### src/rtl/alu_mul_sequencer.sv
// Multi-cycle shift-and-add multiplier that borrows the execute ALU adder.
// Each RUN cycle issues one ADD and retires one multiplier bit, stopping at the highest set bit.
module alu_mul_sequencer #(
  parameter int unsigned W       = 32,
  parameter logic [4:0]  UOP_ADD = 5'b00001,
  parameter logic [4:0]  UOP_NOP = 5'b00000
) (
  input  logic         clk,
  input  logic         rst,
  input  logic         start,
  input  logic [W-1:0] op_a,
  input  logic [W-1:0] op_b,
  output logic         busy,
  output logic         done,
  output logic [W-1:0] result,
  output logic         res_z,
  output logic         res_n,
  output logic         res_ovf,
  output logic [W-1:0] alu_lhs,
  output logic [W-1:0] alu_rhs,
  output logic [4:0]   alu_uop,
  input  logic [W-1:0] alu_out,
  input  logic [3:0]   alu_flags
);

  typedef enum logic [1:0] {
    S_IDLE = 2'd0,
    S_RUN  = 2'd1,
    S_DONE = 2'd2
  } state_e;

  state_e       state_q;
  logic [W-1:0] acc_q;
  logic [W-1:0] mcand_q;
  logic [W-1:0] mplier_q;
  logic         carry_stk_q;
  logic         lost_stk_q;
  logic         mcand_lost_q;
  logic [W-1:0] result_q;
  logic         res_z_q;
  logic         res_n_q;
  logic         res_ovf_q;
  logic         busy_q;
  logic         done_q;

  logic         carry_stk_d;
  logic         lost_stk_d;
  logic         mcand_lost_d;
  logic [W-1:0] mplier_d;
  logic [W-1:0] mcand_d;

  // Only the carry flag is consumed; Z/N come from the final accumulator.
  logic unused_flags;
  assign unused_flags = ^{alu_flags[3:2], alu_flags[0]};

  // Sticky overflow terms and the shifted operands for the current iteration.
  always_comb begin
    carry_stk_d  = carry_stk_q | alu_flags[1];
    lost_stk_d   = lost_stk_q | (mplier_q[0] & mcand_lost_q);
    mcand_lost_d = mcand_lost_q | mcand_q[W-1];
    mcand_d      = mcand_q << 1;
    mplier_d     = mplier_q >> 1;
  end

  // ALU operands are driven only while iterating; otherwise the ALU sees a NOP.
  always_comb begin
    alu_uop = UOP_NOP;
    alu_lhs = '0;
    alu_rhs = '0;
    if (state_q == S_RUN) begin
      alu_uop = UOP_ADD;
      alu_lhs = acc_q;
      alu_rhs = mplier_q[0] ? mcand_q : '0;
    end
  end

  always_ff @(posedge clk) begin
    if (rst) begin
      state_q      <= S_IDLE;
      acc_q        <= '0;
      mcand_q      <= '0;
      mplier_q     <= '0;
      carry_stk_q  <= 1'b0;
      lost_stk_q   <= 1'b0;
      mcand_lost_q <= 1'b0;
      result_q     <= '0;
      res_z_q      <= 1'b0;
      res_n_q      <= 1'b0;
      res_ovf_q    <= 1'b0;
      busy_q       <= 1'b0;
      done_q       <= 1'b0;
    end else begin
      case (state_q)
        S_IDLE: begin
          if (start) begin
            acc_q        <= '0;
            mcand_q      <= op_a;
            mplier_q     <= op_b;
            carry_stk_q  <= 1'b0;
            lost_stk_q   <= 1'b0;
            mcand_lost_q <= 1'b0;
            busy_q       <= 1'b1;
            if (op_b != '0) begin
              state_q <= S_RUN;
            end else begin
              // Zero multiplier: product is trivially zero, skip the ALU entirely.
              state_q   <= S_DONE;
              done_q    <= 1'b1;
              result_q  <= '0;
              res_z_q   <= 1'b1;
              res_n_q   <= 1'b0;
              res_ovf_q <= 1'b0;
            end
          end
        end
        S_RUN: begin
          acc_q        <= alu_out;
          carry_stk_q  <= carry_stk_d;
          lost_stk_q   <= lost_stk_d;
          mcand_lost_q <= mcand_lost_d;
          mcand_q      <= mcand_d;
          mplier_q     <= mplier_d;
          if (mplier_d == '0) begin
            state_q   <= S_DONE;
            done_q    <= 1'b1;
            result_q  <= alu_out;
            res_z_q   <= (alu_out == '0);
            res_n_q   <= alu_out[W-1];
            res_ovf_q <= carry_stk_d | lost_stk_d;
          end
        end
        S_DONE: begin
          state_q <= S_IDLE;
          done_q  <= 1'b0;
          busy_q  <= 1'b0;
        end
        default: begin
          state_q <= S_IDLE;
          done_q  <= 1'b0;
          busy_q  <= 1'b0;
        end
      endcase
    end
  end

  assign busy    = busy_q;
  assign done    = done_q;
  assign result  = result_q;
  assign res_z   = res_z_q;
  assign res_n   = res_n_q;
  assign res_ovf = res_ovf_q;

endmodule

### config.mk
export PLATFORM = sky130hd
export DESIGN_NAME = alu_mul_sequencer
export DESIGN_NICKNAME = d
export VERILOG_FILES = /design/src/rtl/alu_mul_sequencer.sv
export SDC_FILE = /design/constraint.sdc
export NUM_CORES = 1
export LEC_CHECK = 0
export BUFFER_PORTS_ARGS = -buffer_cell sky130_fd_sc_hd__buf_2
export CORE_ASPECT_RATIO = 0.5
export CORE_UTILIZATION = 25
export DETAILED_ROUTE_END_ITERATION = 10
export GPL_ROUTABILITY_DRIVEN = 0
export SYNTH_ARGS = -nofsm -noshare
export SYNTH_HDL_FRONTEND = slang
export SYNTH_SLANG_ARGS = --single-unit
export TNS_END_PERCENT = 100
### constraint.sdc
create_clock -name clk -period 1.7 [get_ports clk]
set_input_delay 0.17 -clock clk [delete_from_list [all_inputs] [get_ports clk]]
set_output_delay 0.17 -clock clk [all_outputs]
set_load 0.01 [all_outputs]
### Yosys cells after proc, flatten, opt, wreduce, memory -nomap -nowiden

Cells that the tools add are included.

| word-level totals | value |
|---|---|
| output and inout port bits | 106 |
| register bits after elaboration | 138 |
| bits of input ports | 103 |
| logic and storage cells | 69 |

| operators by class | value |
|---|---|
| bitwise logic cells | 6 |
| muxes and demuxes | 36 |
| equality and inequality tests | 4 |
| reduce and logical (&&, ||, !) cells | 10 |

Operator list:

| cell | count |
|---|---|
| 2-to-1 mux 32 bit | 9 |
| case mux 32 bit (2 select lines) | 4 |
| zero test 32 bit | 2 |
| nonzero test 32 bit | 1 |
| case mux 1 bit (2 select lines) | 8 |
| 2-to-1 mux 1 bit | 11 |
| 2-to-1 mux 2 bit | 3 |
| AND reduction 2 bit | 3 |
| inequality test 2 bit, second input constant | 2 |
| bitwise OR 1 bit | 4 |
| case mux 2 bit (2 select lines) | 1 |
| AND reduction 4 bit | 1 |
| AND reduction 3 bit | 1 |
| equality test 2 x 1 -> 1 bit, second input constant | 1 |
| zero test 2 bit | 1 |
| inequality test 2 x 1 -> 1 bit, second input constant | 1 |
| nonzero test 2 bit | 1 |
| AND 1 bit | 1 |
| NOT 1 bit | 1 |

### Longest topological paths before layout

| depth | value |
|---|---|
| word-level depth | 5 |
| gate-level depth with buffers | 9 |
| depth with buffers taken out | 5 |

### Worst setup path before layout

No wires, ideal clock.

| timing | value |
|---|---|
| path type | flip-flop to flip-flop |
| start | register state_q[0] |
| end | register result_q[3] (netlist: result[3]) |
| setup time | 133 ps |
| clock period less this slack | 1,821 ps |
| slack | -121 ps |
| cell stages (with the launch flop) | 10 |
| path buffers | 4 |
| required time | 1,567 ps |
| arrival | 1,688 ps |
| path through | dfxtp_1 -> buf_4 -> nor4b_2 -> nand4_1 -> or3_1 -> clkbuf_1 -> buf_2 -> buf_2 -> nand3_2 -> a21oi_2 |

| on the way | value |
|---|---|
| cells in the longest elaborated chain, start to end | 3 |
| elaborated cells between the ends (all ways) | 8 |
| those cells by class | eq/ne: 4; mux: 1; reduce/logical: 3 |

Ends and longest elaborated chain:

| element | line | text |
|---|---|---|
| start: declaration | 32 | `state_e state_q;` |
| start signal: assignment | 79 | `state_q <= S_IDLE;` |
| start signal: assignment | 104 | `state_q <= S_RUN;` |
| start signal: assignment | 107 | `state_q <= S_DONE;` |
| equality test 2 x 1 -> 1 bit or zero test 2 bit (tied branches) | 93 | `case (state_q)` |
| inequality test 2 x 1 -> 1 bit (no source line), or another cell as far along | - |  |
| AND reduction 4 bit (no source line) | - |  |
| end signal: assignment | 126 | `result_q <= alu_out;` |
| end: declaration | 39 | `logic [W-1:0] result_q;` |

Parallel ways exist; a longest one is shown, timed or not.
A chain may end at the register's enable or synchronous reset.

### Worst setup path in the final report

| timing | value |
|---|---|
| start | register mplier_q[7] |
| end | register result_q[21] (netlist: result[21]) |

| on the way | value |
|---|---|
| cells in the longest elaborated chain, start to end | 3 |

Ends and longest elaborated chain:

| element | line | text |
|---|---|---|
| start: declaration | 35 | `logic [W-1:0] mplier_q;` |
| start signal: assignment | 98 | `mplier_q <= op_b;` |
| start signal: assignment | 122 | `mplier_q <= mplier_d;` |
| zero test 32 bit | 123 | `if (mplier_d == '0) begin` |
| inequality test 2 x 1 -> 1 bit (no source line) | - |  |
| AND reduction 4 bit (no source line) | - |  |

Every way passes these cells.

==> flow_summary.ini <==
[logic_synthesis]
synthArstFlopShare = 0
netlist-cell-type-count = 39
yosysTopAreaCell = dfxtp_1
yosysMostFrequentCell = dfxtp_1
syn_area_um2 = 6420
syn_area_per_cell_um2 = 8.57
synth_edf_count = 0
synth_seq_area_share = 0.427
yosys_warnings = 0
ys_seq_elements = 137
ys.flop_type = dfxtp_1
syn_inst = 749
synth_area_leaders = dfxtp_1 (43%), mux2i_1 (8.0%), and3_1 (6.2%), a211oi_1 (6.0%), a21oi_1 (5.1%)
synth_top_cell_area_share = 0.427
ys_top_cells_by_count = dfxtp_1 (137), nand2_1 (77), a21oi_1 (65)

[route]
drtIter0Drc = 514
ant_nets = 0
wire_per_inst_um = 16.8
num_vias = 6711
drtPass1Iterations = 5
drc = 0
routed_wl_um = 23100
vias_per_cell = 4.88

[grt]
antenna_found_initial = 4
use_met2 = 0.269
busiest_layer = met2
grt_max_degree = 68
grt_usage = 0.158
use_met1 = 0.195
grt_pass1_wl_um = 32900
grt_remaining_overflow = 0
grt_pass1_vias = 6156
met3_usage = 0.0382

[timing]
fin_crit_sh = 1.22
fmax_mhz = 483
layout_setup_ws_ns = -0.369
finalSetupViolations = 68
slew_viol_final = 0
final.setup.tns_ns = -15.13
clock_skew_ns = 0.00751
grt_setup_unrepaired = true
min_period_ns = 2.07
hold_viol_final = 0

[cts]
clkSinkCount = 137
cts-buffers-inserted = 17
clockBufferDepth = 2
cts_tree = done
clk_pin_slew_worst_paths_ns = 0.07
cts_root_buf = clkbuf_16
clk_latency_ns = 0.42
htreeDepth = 4
hold_buffers = 0

[place]
place_inst = 1302
io_buffers = 201
hpwl_um = 14500
place_area_um2 = 8260
place_ws_ns = -0.598

[floorplanning]
start_util = 0.255
pin_count = 209
dieHeight_um = 115
coreArea_um2 = 25200
rows = 41
dieArea_um2 = 26400
die_x_um = 229

[cells_and_area]
area_growth_pct = 53.7
fin_cells = 1374
design_area_um2 = 9860
drive_above_1_share = 0.430
nNetsFinal = 1117

[power_and_ir_drop]
p_leak_uw = 0.00432
power_density_nw_per_um2 = 866
ir_drop_mv = 0.693

[outcome]
status = finished with violations
violations = negative setup slack

[critical_path]
cp_data_arrival_time_ns = 2.42
required_ns = 2.05
crit_fanout = 9
cp-start-kind = flop
setup.worst_path.end_class = flop
crit_type = flop to flop

[job]
maxCapViolCount = 0

[hold_path]
hold_class = input pin to flop
-- registers in the layout, summed over array words and instances (netlist names) --
signal and count:
mcand_q 32, mcand_lost_q 1, lost_stk_q 1, result 32, res_ovf 1, done 1, res_z 1, acc_q 32
mplier_q 32, carry_stk_q 1, state_q 2, busy 1
-- metal layers --
metal	wire length, um	up-vias	share of wire
met1	9930	3274	0.43
met4	509	4	0.022
li1	-	3223	-
met3	1040	38	0.045
met2	11600	172	0.50
met5	26	-	0.0011
-- per-stage QoR --
step	hold WS (ns)	total power, uW	util
after detailed placement	0.439	4670	0.328
after global routing	0.0181	8890	0.391
after CTS	0.0108	8520	0.373
final	0.0346	8530	0.391
after global placement	0.439	4650	0.328
after floorplan	0.330	4130	-
-- cell type report --
| type | count | area [um^2] |
|---|---|---|
| Antenna cell | 3 | 7.51 |
| Clock buffer | 19 | 433 |
| Clock inverter | 13 | 146 |
| Fill cell | 2423 | 15300 |
| Inverter | 14 | 60.1 |
| Multi-Input combinational cell | 523 | 3520 |
| Sequential cell | 137 | 2750 |
| Tap cell | 344 | 430 |
| Timing Repair Buffer | 321 | 2510 |
-- path summary, 6_finish.rpt --
check / endpoint / cells after the start / slack (ns) / from
max reg2reg: result[21] / 6 / -0.37 / mplier_q[7]
min: acc_q[17] / 3 / 0.03 / alu_out[17]
min reg2reg: acc_q[15] / 2 / 0.45 / acc_q[15]
max: result[21] / 6 / -0.37 / mplier_q[7]
-- cells by family after synthesis --
kind of cell / synth area share
buffers and inverters: 0.0680
AND/OR/NAND/NOR: 0.229
other: 0.000584
AO/OA/AOI/OAI: 0.195
flip-flops: 0.427
multiplexers: 0.0795
-- layout by cell type (no fill, tap or decap), types with 3 or more instances in the layout --
cell / count
nor2_1: 60
o21ai_0: 12
clkbuf_16: 22
dfxtp_1: 134
nand3_2: 21
nor4_2: 4
buf_6: 36
mux2i_1: 48
buf_16: 6
buf_12: 14
inv_6: 3
a211oi_1: 50
nand4_1: 7
a221oi_1: 8
clkinv_4: 4
nor4_1: 19
and3_4: 29
nor2_4: 4
buf_4: 86
and3_1: 35
a21oi_2: 18
nand2_1: 77
a21oi_1: 54
diode_2: 3
a21o_1: 32
conb_1: 4
inv_1: 12
o22ai_1: 7
buf_2: 172
mux2i_2: 3
nand3_1: 12
-- repair_timing --
item / in CTS / in global routing
pin swaps: 7 / 19
setup buffers: 15 / 12
gates resized for setup: 53 / 62
cloned: 7 / 6
endpoints found under the setup margin: 146 / 117
-- critical path, stage by stage (launching register included) --
cell	delay [ns]
dfxtp_1	0.31
nor4_1	0.41
nand4_1	0.27
or3_4	0.50
clkbuf_16	0.21
a21o_1	0.19
a21oi_2	0.11
-- power by group --
part	internal, uW	switching (uW)	total, uW
sequential	3390	119	3510
combinational	683	664	1350
clock	2180	1500	3680
total	6250	2290	8530
(Power assumes the default switching activity.)
